==> src/rtl/serial_subtractor_if.sv <==
// ============================================================================
//  Module   : serial_subtractor_if
//  Brief    : Request/result bundle for the bit-serial subtractor.
//  Revision : 1.0 - initial release
// ============================================================================
`default_nettype none

interface serial_subtractor_if #(
  parameter int WIDTH = 4
);
  logic             start;
  logic [WIDTH-1:0] a;
  logic [WIDTH-1:0] b;
  logic             bin;
  logic             busy;
  logic             done;
  logic [WIDTH-1:0] diff;
  logic             bout;

  modport master (
    output start, a, b, bin,
    input  busy, done, diff, bout
  );

  modport slave (
    input  start, a, b, bin,
    output busy, done, diff, bout
  );
endinterface

`default_nettype wire

==> src/rtl/serial_subtractor.sv <==
// ============================================================================
//  Module   : serial_subtractor
//  Brief    : LSB-first bit-serial a - b - bin through one full-subtractor
//             cell and a borrow flop; result valid WIDTH+1 cycles after start.
//  Revision : 1.0 - initial release
// ============================================================================
`default_nettype none

module serial_subtractor #(
  parameter int WIDTH = 4
) (
  input  wire                 clk,
  input  wire                 reset,
  serial_subtractor_if.slave  bus
);

  localparam int CW = (WIDTH > 2) ? $clog2(WIDTH) : 1;
  localparam logic [CW-1:0] c_last = CW'(WIDTH - 1);
  localparam logic [CW-1:0] c_one  = CW'(1);

  typedef enum logic [1:0] {
    S_IDLE  = 2'd0,
    S_SHIFT = 2'd1,
    S_DONE  = 2'd2
  } state_t;

  state_t           r_state;
  logic [WIDTH-1:0] r_a_sr;
  logic [WIDTH-1:0] r_b_sr;
  logic [WIDTH-1:0] r_r_sr;
  logic             r_br;
  logic [CW-1:0]    r_cnt;
  logic             r_busy;
  logic             r_done;
  logic [WIDTH-1:0] r_diff;
  logic             r_bout;

  logic w_a0;
  logic w_b0;
  logic w_d;
  logic w_br_next;

  // Full-subtractor cell operating on the current LSBs and the stored borrow.
  always_comb begin
    w_a0      = r_a_sr[0];
    w_b0      = r_b_sr[0];
    w_d       = w_a0 ^ w_b0 ^ r_br;
    w_br_next = (~w_a0 & w_b0) | (~(w_a0 ^ w_b0) & r_br);
  end

  always_ff @(posedge clk) begin
    if (reset) begin
      r_state <= S_IDLE;
      r_a_sr  <= '0;
      r_b_sr  <= '0;
      r_r_sr  <= '0;
      r_br    <= 1'b0;
      r_cnt   <= '0;
      r_busy  <= 1'b0;
      r_done  <= 1'b0;
      r_diff  <= '0;
      r_bout  <= 1'b0;
    end else begin
      r_done <= 1'b0;
      case (r_state)
        S_IDLE: begin
          if (bus.start) begin
            r_a_sr  <= bus.a;
            r_b_sr  <= bus.b;
            r_br    <= bus.bin;
            r_cnt   <= '0;
            r_busy  <= 1'b1;
            r_state <= S_SHIFT;
          end
        end
        S_SHIFT: begin
          r_br   <= w_br_next;
          r_r_sr <= {w_d, r_r_sr[WIDTH-1:1]};
          r_a_sr <= r_a_sr >> 1;
          r_b_sr <= r_b_sr >> 1;
          r_cnt  <= r_cnt + c_one;
          if (r_cnt == c_last) begin
            r_state <= S_DONE;
          end
        end
        S_DONE: begin
          // Result is published as the FSM leaves DONE so that done and
          // the new diff/bout appear together in the following cycle.
          r_diff  <= r_r_sr;
          r_bout  <= r_br;
          r_done  <= 1'b1;
          r_busy  <= 1'b0;
          r_cnt   <= '0;
          r_state <= S_IDLE;
        end
        default: begin
          r_busy  <= 1'b0;
          r_state <= S_IDLE;
        end
      endcase
    end
  end

  assign bus.busy = r_busy;
  assign bus.done = r_done;
  assign bus.diff = r_diff;
  assign bus.bout = r_bout;

endmodule

`default_nettype wire
==> src/flat_wrapper.sv <==
// flat-port wrapper written by rule: the top's interface ports become plain ports
module serial_subtractor_flat 
#(
  parameter int WIDTH = 4
)
  (clk, reset, bus_start, bus_a, bus_b, bus_bin, bus_busy, bus_done, bus_diff, bus_bout);
  serial_subtractor_if #(.WIDTH(WIDTH)) bus_i ();
  input  wire clk;
  input  wire reset;
  input wire logic [$bits(bus_i.start)-1:0] bus_start;
  input wire logic [$bits(bus_i.a)-1:0] bus_a;
  input wire logic [$bits(bus_i.b)-1:0] bus_b;
  input wire logic [$bits(bus_i.bin)-1:0] bus_bin;
  output wire logic [$bits(bus_i.busy)-1:0] bus_busy;
  output wire logic [$bits(bus_i.done)-1:0] bus_done;
  output wire logic [$bits(bus_i.diff)-1:0] bus_diff;
  output wire logic [$bits(bus_i.bout)-1:0] bus_bout;
  assign bus_i.start = bus_start;
  assign bus_i.a = bus_a;
  assign bus_i.b = bus_b;
  assign bus_i.bin = bus_bin;
  assign bus_busy = bus_i.busy;
  assign bus_done = bus_i.done;
  assign bus_diff = bus_i.diff;
  assign bus_bout = bus_i.bout;
  serial_subtractor #(.WIDTH(WIDTH)) u_core (.clk(clk), .reset(reset), .bus(bus_i));
endmodule
==> config.mk <==
export PLATFORM = sky130hd
export DESIGN_NAME = serial_subtractor_flat
export DESIGN_NICKNAME = d
export VERILOG_FILES = /design/src/rtl/serial_subtractor_if.sv /design/src/rtl/serial_subtractor.sv /design/src/flat_wrapper.sv
export SDC_FILE = /design/constraint.sdc
export NUM_CORES = 1
export LEC_CHECK = 0
export CAP_MARGIN = 10
export CORE_MARGIN = 2
export CORE_UTILIZATION = 35
export CTS_CLUSTER_SIZE = 28
export DETAILED_ROUTE_END_ITERATION = 10
export HOLD_SLACK_MARGIN = 0.06
export PLACE_DENSITY = 0.66
export SETUP_SLACK_MARGIN = 0.1
export SLEW_MARGIN = 20
export SYNTH_ARGS = -nofsm -noshare
export SYNTH_HDL_FRONTEND = slang
export SYNTH_SLANG_ARGS = --single-unit
==> constraint.sdc <==
create_clock -name clk -period 2.9 [get_ports clk]
set_input_delay 0.58 -clock clk [delete_from_list [all_inputs] [get_ports clk]]
set_output_delay 0.58 -clock clk [all_outputs]
set_load 0.05 [all_outputs]
==> results.rst, run 1 <==
.. list-table::
   :header-rows: 1

   * - Metric
     - Value
   * - Minimum clock period after layout
     - 2.067 ns
   * - CTS tree
     - yes
   * - CTS Root Cell
     - sky130_fd_sc_hd__clkbuf_4
   * - Proportion of power drawn by flip-flops and latches
     - 0.586
   * - Crit path max-delay family
     - buffers and inverters
   * - Count of final setup violators
     - 0
   * - Effective utilization at floorplan
     - 0.3624
   * - # Max-Cap Violations
     - 0
   * - Length of the first detailed-routing pass in iterations
     - 4
   * - Part of the Yosys area used for sequential elements
     - 0.4936
   * - Setup crit start
     - u_core.bus.busy
   * - HPWL after DPL
     - 1296 um
   * - Number of levels the H-tree was split into
     - 1
   * - Syn Std Cell Area
     - 973.4 um^2
   * - Mean post-synth cell area
     - 9.271 um^2
   * - Data required time at the worst endpoint
     - 2.32 ns
   * - GRT Residual Overflow
     - 0
   * - Worst setup slack before clock tree synthesis
     - 0.8403 ns
   * - Core Box Area
     - 2686 um^2
   * - Antenna violations before repair
     - 0
   * - Synthesized Nets
     - 119
   * - Commonest non-fill, non-tap cells in the layout
     - sky130_fd_sc_hd__dfxtp_1, sky130_fd_sc_hd__clkdlybuf4s50_1, sky130_fd_sc_hd__nor2_1
   * - Switching component of the power
     - 152.7 uW
   * - Maximum frequency from static timing analysis
     - 0.4838 GHz
   * - Full die area
     - 3219 um^2
   * - Ordered cell list for the critical path
     - clkdlybuf4s50_1
   * - Residual antenna-violating net count after detailed routing
     - 0
   * - Startpoint types
     - register
   * - Layout Skew
     - 0.005186 ns
   * - Run status
     - completed
   * - Final #Nets
     - 136
   * - Critical path class
     - register to output pin
   * - Post-detailed-placement cell area
     - 1162 um^2
   * - Antenna diode count
     - 0
   * - Height of the die
     - 56.74 um
   * - Register Area
     - 480.5 um^2
   * - Relative slew margins
     - 0.4375
   * - Fin area
     - 1199 um^2
   * - RSZ-0062 raised after global routing
     - false
   * - Gp weighted congestion
     - 0.7545
   * - Worst path arrival time
     - 1.49 ns
   * - Maximum fanout along the worst path
     - 2
   * - Most used flip-flop cell after synthesis
     - sky130_fd_sc_hd__dfxtp_1
   * - Per-cell routed wire length
     - 12.13 um
   * - Via count
     - 797
   * - Length in cells of the worst reg-to-reg path
     - 3
   * - Static leakage
     - 0.4182 nW
   * - Wire length of the first global-routing pass
     - 3284 um
   * - Largest incremental delay on the critical path
     - 0.81 ns
   * - Post-route worst setup slack
     - 0.8330 ns
   * - First DRT Iteration DRCs
     - 17
   * - Type of destination of the critical path
     - output pin
   * - Number of top-level design ports
     - 19
   * - Number of buffers between clock root and the deepest sink
     - 2
   * - Cell count of the worst hold path
     - 2
   * - Share of flip-flops with an asynchronous set or reset after synthesis
     - 0
   * - Post-CTS Hold Fix Bufs
     - 0
   * - Flop2flop setup slack
     - 1.36 ns
   * - Die X-Extent
     - 56.74 um
   * - RR Startpoint
     - u_core.r_state[1]
   * - Number of buffers and inverters on the critical path
     - 1
   * - Capturing instance or port of the critical path
     - bus_busy
   * - Worst flop-to-flop path endpoint
     - u_core.bus.diff[2]
   * - Power per Cell Area
     - 512.2 nW/um^2
   * - Post-synth EDFFs
     - 0
   * - Number of storage elements in the synthesis netlist
     - 24
   * - Final period util
     - 0.7128
   * - Most common library cell in the layout ignoring fill and taps
     - sky130_fd_sc_hd__dfxtp_1
   * - Ratio of routed vias to standard cells
     - 5.243
   * - Clock network power share
     - 0.289
   * - Internal Power
     - 461.2 uW
   * - Clock latency reported for the late side of the worst-skew pair
     - 0.32 ns
   * - Switch share
     - 0.2487
   * - Max stage delay cell, worst path
     - sky130_fd_sc_hd__clkdlybuf4s50_1
   * - Total clock buffers created by CTS
     - 3
   * - Critical path depth in cells
     - 1
   * - DRC errors left
     - 0
   * - Post-CTS setup-driven buffer insertion count
     - 0
   * - Number of warning messages in the yosys log
     - 0
   * - Combined area of the multi-input logic cells
     - 444.2 um^2
   * - Hold Fails Final Rpt
     - 0
   * - Cell variety after synth
     - 27
   * - Post-detailed-routing wire length
     - 1844 um
   * - Pins Over Slew Limit
     - 0
   * - Maximum number of pins on one net before global-route repair
     - 26
   * - Sink count of the clock tree
     - 24
   * - Setup tns final
     - 0 ns
   * - Instance count of the mapped netlist
     - 105
   * - Combinational group share of total power
     - 0.125
   * - Number of filler instances in the final layout
     - 277
   * - Number of port buffers
     - 18
   * - Tightest Pin Transition
     - 0.8411 ns
   * - Number of global-route vias before repair
     - 807
   * - Share of layout cells above drive strength 1
     - 0.06612
   * - Global-route total usage across every layer
     - 0.1284
   * - Number of gates resized after cts
     - 0
   * - Number of core rows
     - 19
   * - Post-synthesis to final-layout area growth
     - 23.14%
   * - Highest ir drop seen on vdd
     - 0.2295 mV
   * - Tightest Hold Check Type
     - register to register
   * - CTS clk-pin slew, worst paths
     - 0.13 ns
[how the worst min path moves through the flow]
stage,startpoint,to,slack (ns)
6_report,u_core.r_r_sr[0],u_core.r_r_sr[0],0.48
5_1_grt,u_core.bus.busy,u_core.bus.busy,0.50
4_1_cts,u_core.r_r_sr[0],u_core.r_r_sr[0],0.47
3_5_place_dp,u_core.r_r_sr[0],u_core.r_r_sr[0],0.45
3_3_place_gp,u_core.r_r_sr[0],u_core.r_r_sr[0],0.45
2_1_floorplan,u_core.r_r_sr[0],u_core.r_r_sr[0],0.44
[Yosys cell counts, types with 3 or more instances]
cell | n | share of area
sky130_fd_sc_hd__dfxtp_1 | 24 | 0.49
sky130_fd_sc_hd__nor2_1 | 15 | 0.058
sky130_fd_sc_hd__a211oi_1 | 8 | 0.062
sky130_fd_sc_hd__nand2_1 | 8 | 0.031
sky130_fd_sc_hd__a21oi_1 | 7 | 0.036
sky130_fd_sc_hd__mux2i_1 | 5 | 0.051
sky130_fd_sc_hd__inv_1 | 4 | 0.015
sky130_fd_sc_hd__o22ai_1 | 4 | 0.026
sky130_fd_sc_hd__buf_2 | 3 | 0.015
sky130_fd_sc_hd__nand2b_1 | 3 | 0.019
sky130_fd_sc_hd__nor3_1 | 3 | 0.015
sky130_fd_sc_hd__o21ai_0 | 3 | 0.015
[logic make-up after synthesis]
family / synth area share
adders and majority gates: 0.03342
buffers and inverters: 0.05012
AOI/OAI and AO/OA: 0.1979
DFF: 0.4936
and+or+nand+nor: 0.1735
muxes: 0.05142
[per-stage QoR]
stage               power, mW  utilization  hold WS, ns  instances
floorplan              0.4159            -       0.4360        105
global placement       0.4426       0.4327       0.4459        148
detailed placement     0.4443       0.4327       0.4548        148
CTS                    0.6178       0.4462       0.4727        152
global route           0.6458       0.4462       0.5003        152
finish                 0.6139       0.4462       0.4755        152
[cell type report]
type / count / area share
sequential: 24 / 0.4008
multi-input combinational: 70 / 0.3706
timing repair buffer: 18 / 0.1503
tap: 31 / 0.03236
clock buffer: 4 / 0.03027
inverter: 5 / 0.01566
[flip-flops by register name, indices dropped and copies added (netlist names)]
signal	count
u_core.r_r_sr	4
u_core.bus.diff	4
u_core.r_a_sr	4
u_core.bus.busy	1
u_core.r_br	1
u_core.r_b_sr	4
u_core.r_state	2
u_core.bus.done	1
u_core.r_cnt	2
u_core.bus.bout	1
[metal layers]
metal | GRT usage | part of all wire
met2 | 0.1993 | 0.48
met1 | 0.1671 | 0.47
met3 | 0.02535 | 0.036
met4 | 0.06977 | 0.022
met5 | 0 | 0
[power groups by stage]
stage                     Combinational, mW  Clock (mW)  Sequential, mW
after floorplan                      0.0503           0           0.366
after global placement               0.0765           0           0.366
after detailed placement             0.0775           0           0.367
after CTS                            0.0780       0.180           0.360
after global routing                 0.0871       0.197           0.362
final                                0.0769       0.177           0.359
Power figures use the tool's default switching activity.
==> run 2, diff against run 1 <==
==> constraint.sdc (replaced) <==
create_clock -name clk -period 2.05 [get_ports clk]
set_input_delay 0.41 -clock clk [delete_from_list [all_inputs] [get_ports clk]]
set_output_delay 0.41 -clock clk [all_outputs]
set_load 0.05 [all_outputs]
==> results.rst, run 2 (same netlist as run 1, synthesis figures left out) <==
.. list-table::
   :header-rows: 1

   * - Metric
     - Value
   * - Run status
     - completed
   * - Power per Cell Area
     - 712.8 nW/um^2
   * - Hold Fails Final Rpt
     - 0
   * - Length in cells of the worst reg-to-reg path
     - 3
   * - Fin area
     - 1214 um^2
   * - Commonest non-fill, non-tap cells in the layout
     - sky130_fd_sc_hd__dfxtp_1, sky130_fd_sc_hd__clkdlybuf4s50_1, sky130_fd_sc_hd__nor2_1
   * - RR Startpoint
     - u_core.r_state[1]
   * - Startpoint of the tightest hold check path
     - u_core.r_r_sr[0]
   * - Number of levels the H-tree was split into
     - 1
   * - Crit path max-delay family
     - buffers and inverters
   * - Met2 capacity usage during global routing
     - 0.2076
   * - Number of buffers between clock root and the deepest sink
     - 2
   * - Startpoint types
     - register
   * - Met1 GRT Util
     - 0.1676
   * - Length of the first detailed-routing pass in iterations
     - 4
   * - Worst path arrival time
     - 1.48 ns
   * - Static leakage
     - 0.4278 nW
   * - Number of global-route vias before repair
     - 802
   * - Final #Nets
     - 138
   * - Effective utilization at floorplan
     - 0.3624
   * - Type of destination of the critical path
     - output pin
   * - Busiest metal layer after global routing
     - met2
   * - Number of top-level design ports
     - 19
   * - Data required time at the worst endpoint
     - 1.64 ns
   * - Ratio of routed vias to standard cells
     - 5.130
   * - Height of the die
     - 56.74 um
   * - Per-cell routed wire length
     - 11.97 um
   * - Post-CTS Hold Fix Bufs
     - 0
   * - Post-CTS setup-driven buffer insertion count
     - 0
   * - Post-detailed-placement cell area
     - 1177 um^2
   * - Critical path class
     - register to output pin
   * - Relative slew margins
     - 0.6162
   * - Tightest Hold Check Type
     - register to register
   * - Via count
     - 790
   * - Die X-Extent
     - 56.74 um
   * - Minimum clock period after layout
     - 1.887 ns
   * - Gp weighted congestion
     - 0.7911
   * - Antenna violations before repair
     - 0
   * - Max stage delay cell, worst path
     - sky130_fd_sc_hd__clkdlybuf4s50_1
   * - Number of core rows
     - 19
   * - Post-detailed-routing wire length
     - 1844 um
   * - Worst setup slack before clock tree synthesis
     - 0.2571 ns
   * - Residual antenna-violating net count after detailed routing
     - 0
   * - Clock latency reported for the late side of the worst-skew pair
     - 0.31 ns
   * - Number of buffers and inverters on the critical path
     - 1
   * - Worst flop-to-flop path endpoint
     - u_core.bus.diff[2]
   * - Flop2flop setup slack
     - 0.55 ns
   * - Global-route total usage across every layer
     - 0.1301
   * - RSZ-0062 raised after global routing
     - false
   * - Minimum hold slack
     - 0.4729 ns
   * - Tightest Pin Transition
     - 0.5745 ns
   * - Maximum fanout along the worst path
     - 2
   * - Total power of the final layout
     - 865.1 uW
   * - Non-filler instance count after layout
     - 154
   * - # Max-Cap Violations
     - 0
   * - Layout Skew
     - 0.005197 ns
   * - CTS clk-pin slew, worst paths
     - 0.13 ns
   * - CTS Root Cell
     - sky130_fd_sc_hd__clkbuf_4
   * - Number of gates resized after cts
     - 0
   * - Post-synthesis to final-layout area growth
     - 24.68%
   * - First DRT Iteration DRCs
     - 6
   * - Setup tns final
     - 0 ns
   * - Setup crit start
     - u_core.bus.busy
   * - Wire length of the first global-routing pass
     - 3353 um
   * - Share of layout cells above drive strength 1
     - 0.08130
   * - Met3 Usage GRT
     - 0.02304
   * - Highest ir drop seen on vdd
     - 0.4462 mV
   * - Post-route worst setup slack
     - 0.1632 ns
   * - Maximum number of pins on one net before global-route repair
     - 14
   * - Number of port buffers
     - 18
   * - Most common library cell in the layout ignoring fill and taps
     - sky130_fd_sc_hd__dfxtp_1
   * - Cell count of the worst hold path
     - 2
   * - Pins Over Slew Limit
     - 0
   * - Ordered cell list for the critical path
     - clkdlybuf4s50_1
   * - DRC errors left
     - 0
   * - CTS tree
     - yes
   * - GRT Residual Overflow
     - 0
   * - Final cell utilization of the core
     - 0.4518
   * - Sink count of the clock tree
     - 24
   * - Count of final setup violators
     - 0
   * - Total clock buffers created by CTS
     - 3
   * - Maximum frequency from static timing analysis
     - 0.5300 GHz
   * - Post-placement cell count
     - 150
   * - Final period util
     - 0.9204
   * - Worst hold path endpoint
     - u_core.r_r_sr[0]
   * - HPWL after DPL
     - 1394 um
   * - Largest incremental delay on the critical path
     - 0.81 ns
   * - Core Box Area
     - 2686 um^2
   * - Antenna diode count
     - 0
   * - Full die area
     - 3219 um^2
## run 2: cell types whose count changed in the layout (fill, tap and decap cells not counted), sizes merged
| cell | before | now |
|---|---|---|
| buf | 0 | 2 |
## run 2: how the worst max path moves through the flow
stage / end / slack [ns] / depth (start not counted)
after floorplan: u_core.r_br / 0.88 / 4
after global placement: u_core.r_br / 0.34 / 4
after detailed placement: u_core.r_br / 0.26 / 4
after CTS: bus_diff[3] / 0.16 / 1
after global routing: bus_diff[2] / 0.11 / 1
final: bus_busy / 0.16 / 1
## run 2: layout make-up
cell class	count	area, um^2
fillers	266	1473
well taps	31	38.79
inverters	5	18.77
multi-input cells	70	444.2
clock buffers	4	36.28
repair buffers	20	195.2
flip-flops and latches	24	480.5
## run 2: report_power, final
part / internal, mW / leakage (nW) / switching (mW) / total [mW]
combinational: 0.0564 / 0.210 / 0.0565 / 0.113
clock: 0.108 / 0.0210 / 0.135 / 0.244
sequential: 0.490 / 0.196 / 0.0187 / 0.509
## run 2: worst reg2reg max path, stage by stage, from the launching register on
cell and delay, ns:
sky130_fd_sc_hd__dfxtp_1 0.57, sky130_fd_sc_hd__nor2b_1 0.54, sky130_fd_sc_hd__mux2i_1 0.25, sky130_fd_sc_hd__nor2_1 0.06
## run 2: routing by layer
metal	share of wire	routed length, um
met2	0.48	879
met4	0.020	37
met5	0	0
met1	0.47	872
met3	0.029	54
==> run 3, diff against run 2 <==
--- a/config.mk
+++ b/config.mk
@@ -12,6 +12,7 @@
 export DETAILED_ROUTE_END_ITERATION = 10
 export HOLD_SLACK_MARGIN = 0.06
 export PLACE_DENSITY = 0.66
+export RECOVER_POWER = 50
 export SETUP_SLACK_MARGIN = 0.1
 export SLEW_MARGIN = 20
 export SYNTH_ARGS = -nofsm -noshare
==> results.rst, run 3 (same netlist as run 1, synthesis figures left out) <==
.. list-table::
   :header-rows: 1

   * - Metric
     - Value
   * - Clock latency reported for the late side of the worst-skew pair
     - 0.31 ns
   * - Via count
     - 786
   * - CTS clk-pin slew, worst paths
     - 0.13 ns
   * - Number of top-level design ports
     - 19
   * - Effective utilization at floorplan
     - 0.3624
   * - Highest ir drop seen on vdd
     - 0.4464 mV
   * - Maximum fanout along the worst path
     - 2
   * - Run status
     - completed
   * - Largest incremental delay on the critical path
     - 0.81 ns
   * - CTS Root Cell
     - sky130_fd_sc_hd__clkbuf_4
   * - Worst path arrival time
     - 1.48 ns
   * - HPWL after DPL
     - 1394 um
   * - Pins Over Slew Limit
     - 0
   * - Number of port buffers
     - 18
   * - First DRT Iteration DRCs
     - 7
   * - Full die area
     - 3219 um^2
   * - Length of the first detailed-routing pass in iterations
     - 4
   * - Number of levels the H-tree was split into
     - 1
   * - Clock network power share
     - 0.282
   * - Ordered cell list for the critical path
     - clkdlybuf4s50_1
   * - Post-route worst setup slack
     - 0.1629 ns
   * - Type of destination of the critical path
     - output pin
   * - Post-detailed-routing wire length
     - 1846 um
   * - Hold Fails Final Rpt
     - 0
   * - Tightest Pin Transition
     - 0.5765 ns
   * - Proportion of power drawn by flip-flops and latches
     - 0.588
   * - Gp weighted congestion
     - 0.7911
   * - RR Startpoint
     - u_core.r_state[0]
   * - Sink count of the clock tree
     - 24
   * - Setup crit start
     - u_core.bus.busy
   * - CTS tree
     - yes
   * - Post-CTS setup-driven buffer insertion count
     - 0
   * - Post-synthesis to final-layout area growth
     - 24.42%
   * - Internal Power
     - 654.0 uW
   * - Worst setup slack before clock tree synthesis
     - 0.2571 ns
   * - Maximum frequency from static timing analysis
     - 0.5299 GHz
   * - Count of final setup violators
     - 0
   * - Critical path class
     - register to output pin
   * - Minimum clock period after layout
     - 1.887 ns
   * - Number of buffers and inverters on the critical path
     - 1
   * - Final #Nets
     - 138
   * - Post-CTS Hold Fix Bufs
     - 0
   * - Share of layout cells above drive strength 1
     - 0.07317
   * - Wire length of the first global-routing pass
     - 3353 um
   * - # Max-Cap Violations
     - 0
   * - Setup tns final
     - 0 ns
   * - Startpoint types
     - register
   * - Switching component of the power
     - 210.7 uW
   * - Layout Skew
     - 0.005691 ns
   * - Final period util
     - 0.9206
   * - Global-route total usage across every layer
     - 0.1301
   * - Height of the die
     - 56.74 um
   * - Total clock buffers created by CTS
     - 3
   * - Number of gates resized after cts
     - 0
   * - Per-cell routed wire length
     - 11.99 um
   * - Switch share
     - 0.2437
   * - Number of core rows
     - 19
   * - Number of global-route vias before repair
     - 802
   * - Antenna violations before repair
     - 0
   * - Combinational group share of total power
     - 0.130
   * - GRT Residual Overflow
     - 0
   * - Die X-Extent
     - 56.74 um
   * - Tightest Hold Check Type
     - register to register
   * - Residual antenna-violating net count after detailed routing
     - 0
   * - Power per Cell Area
     - 714.0 nW/um^2
   * - Ratio of routed vias to standard cells
     - 5.104
   * - Startpoint of the tightest hold check path
     - u_core.r_r_sr[0]
   * - Data required time at the worst endpoint
     - 1.64 ns
   * - RSZ-0062 raised after global routing
     - false
   * - Antenna diode count
     - 0
   * - Most common library cell in the layout ignoring fill and taps
     - sky130_fd_sc_hd__dfxtp_1
   * - Number of buffers between clock root and the deepest sink
     - 2
   * - Crit path max-delay family
     - buffers and inverters
   * - Max stage delay cell, worst path
     - sky130_fd_sc_hd__clkdlybuf4s50_1
   * - Static leakage
     - 0.4274 nW
   * - DRC errors left
     - 0
   * - Maximum number of pins on one net before global-route repair
     - 14
   * - Relative slew margins
     - 0.6149
   * - Commonest non-fill, non-tap cells in the layout
     - sky130_fd_sc_hd__dfxtp_1, sky130_fd_sc_hd__clkdlybuf4s50_1, sky130_fd_sc_hd__nor2_1
   * - Final cell utilization of the core
     - 0.4509
   * - Core Box Area
     - 2686 um^2
run 3: cell count changes in the layout (fill, tap and decap cells not counted), sizes merged:
cell,before,now
dlygate4sd3,0,1
clkdlybuf4s50,18,17
run 3: per-layer routing:
metal / vias to the layer above / GRT usage / wire [um]
li1: 401 / - / -
met1: 367 / 0.1676 / 870
met2: 13 / 0.2076 / 884
met3: 5 / 0.02304 / 54
met4: 0 / 0.06645 / 37
met5: - / 0 / 0
run 3: worst paths after layout:
| path | to | slack (ns) | cells after the start |
|---|---|---|---|
| setup reg to reg | u_core.r_cnt[0] | 0.56 | 3 |
| hold reg to reg | u_core.r_r_sr[0] | 0.47 | 2 |
| hold / removal | u_core.r_r_sr[0] | 0.47 | 2 |
| setup / recovery | bus_busy | 0.16 | 1 |
run 3: layout make-up:
class / instances / area [um^2]
Fill cell: 267 / 1475
Sequential cell: 24 / 480.5
Multi-Input combinational cell: 70 / 441.7
Timing Repair Buffer: 20 / 195.2
Tap cell: 31 / 38.79
Clock buffer: 4 / 36.28
Inverter: 5 / 18.77
run 3: per-stage QoR:
stage	hold slack (ns)	area, um^2	total power [mW]	std cells
2_1_floorplan	0.4360	973.4	0.5883	105
3_3_place_gp	0.4456	1177	0.6294	150
3_5_place_dp	0.4562	1177	0.6331	150
4_1_cts	0.4740	1214	0.8732	154
5_1_grt	0.5011	1211	0.9141	154
6_report	0.4721	1211	0.8647	154
run 3: power groups by stage:
stage	clock (mW)	combinational (mW)	sequential, mW
6_report	0.244	0.112	0.509
5_1_grt	0.273	0.129	0.512
4_1_cts	0.250	0.114	0.509
3_5_place_dp	0	0.114	0.519
3_3_place_gp	0	0.111	0.518
2_1_floorplan	0	0.0711	0.517
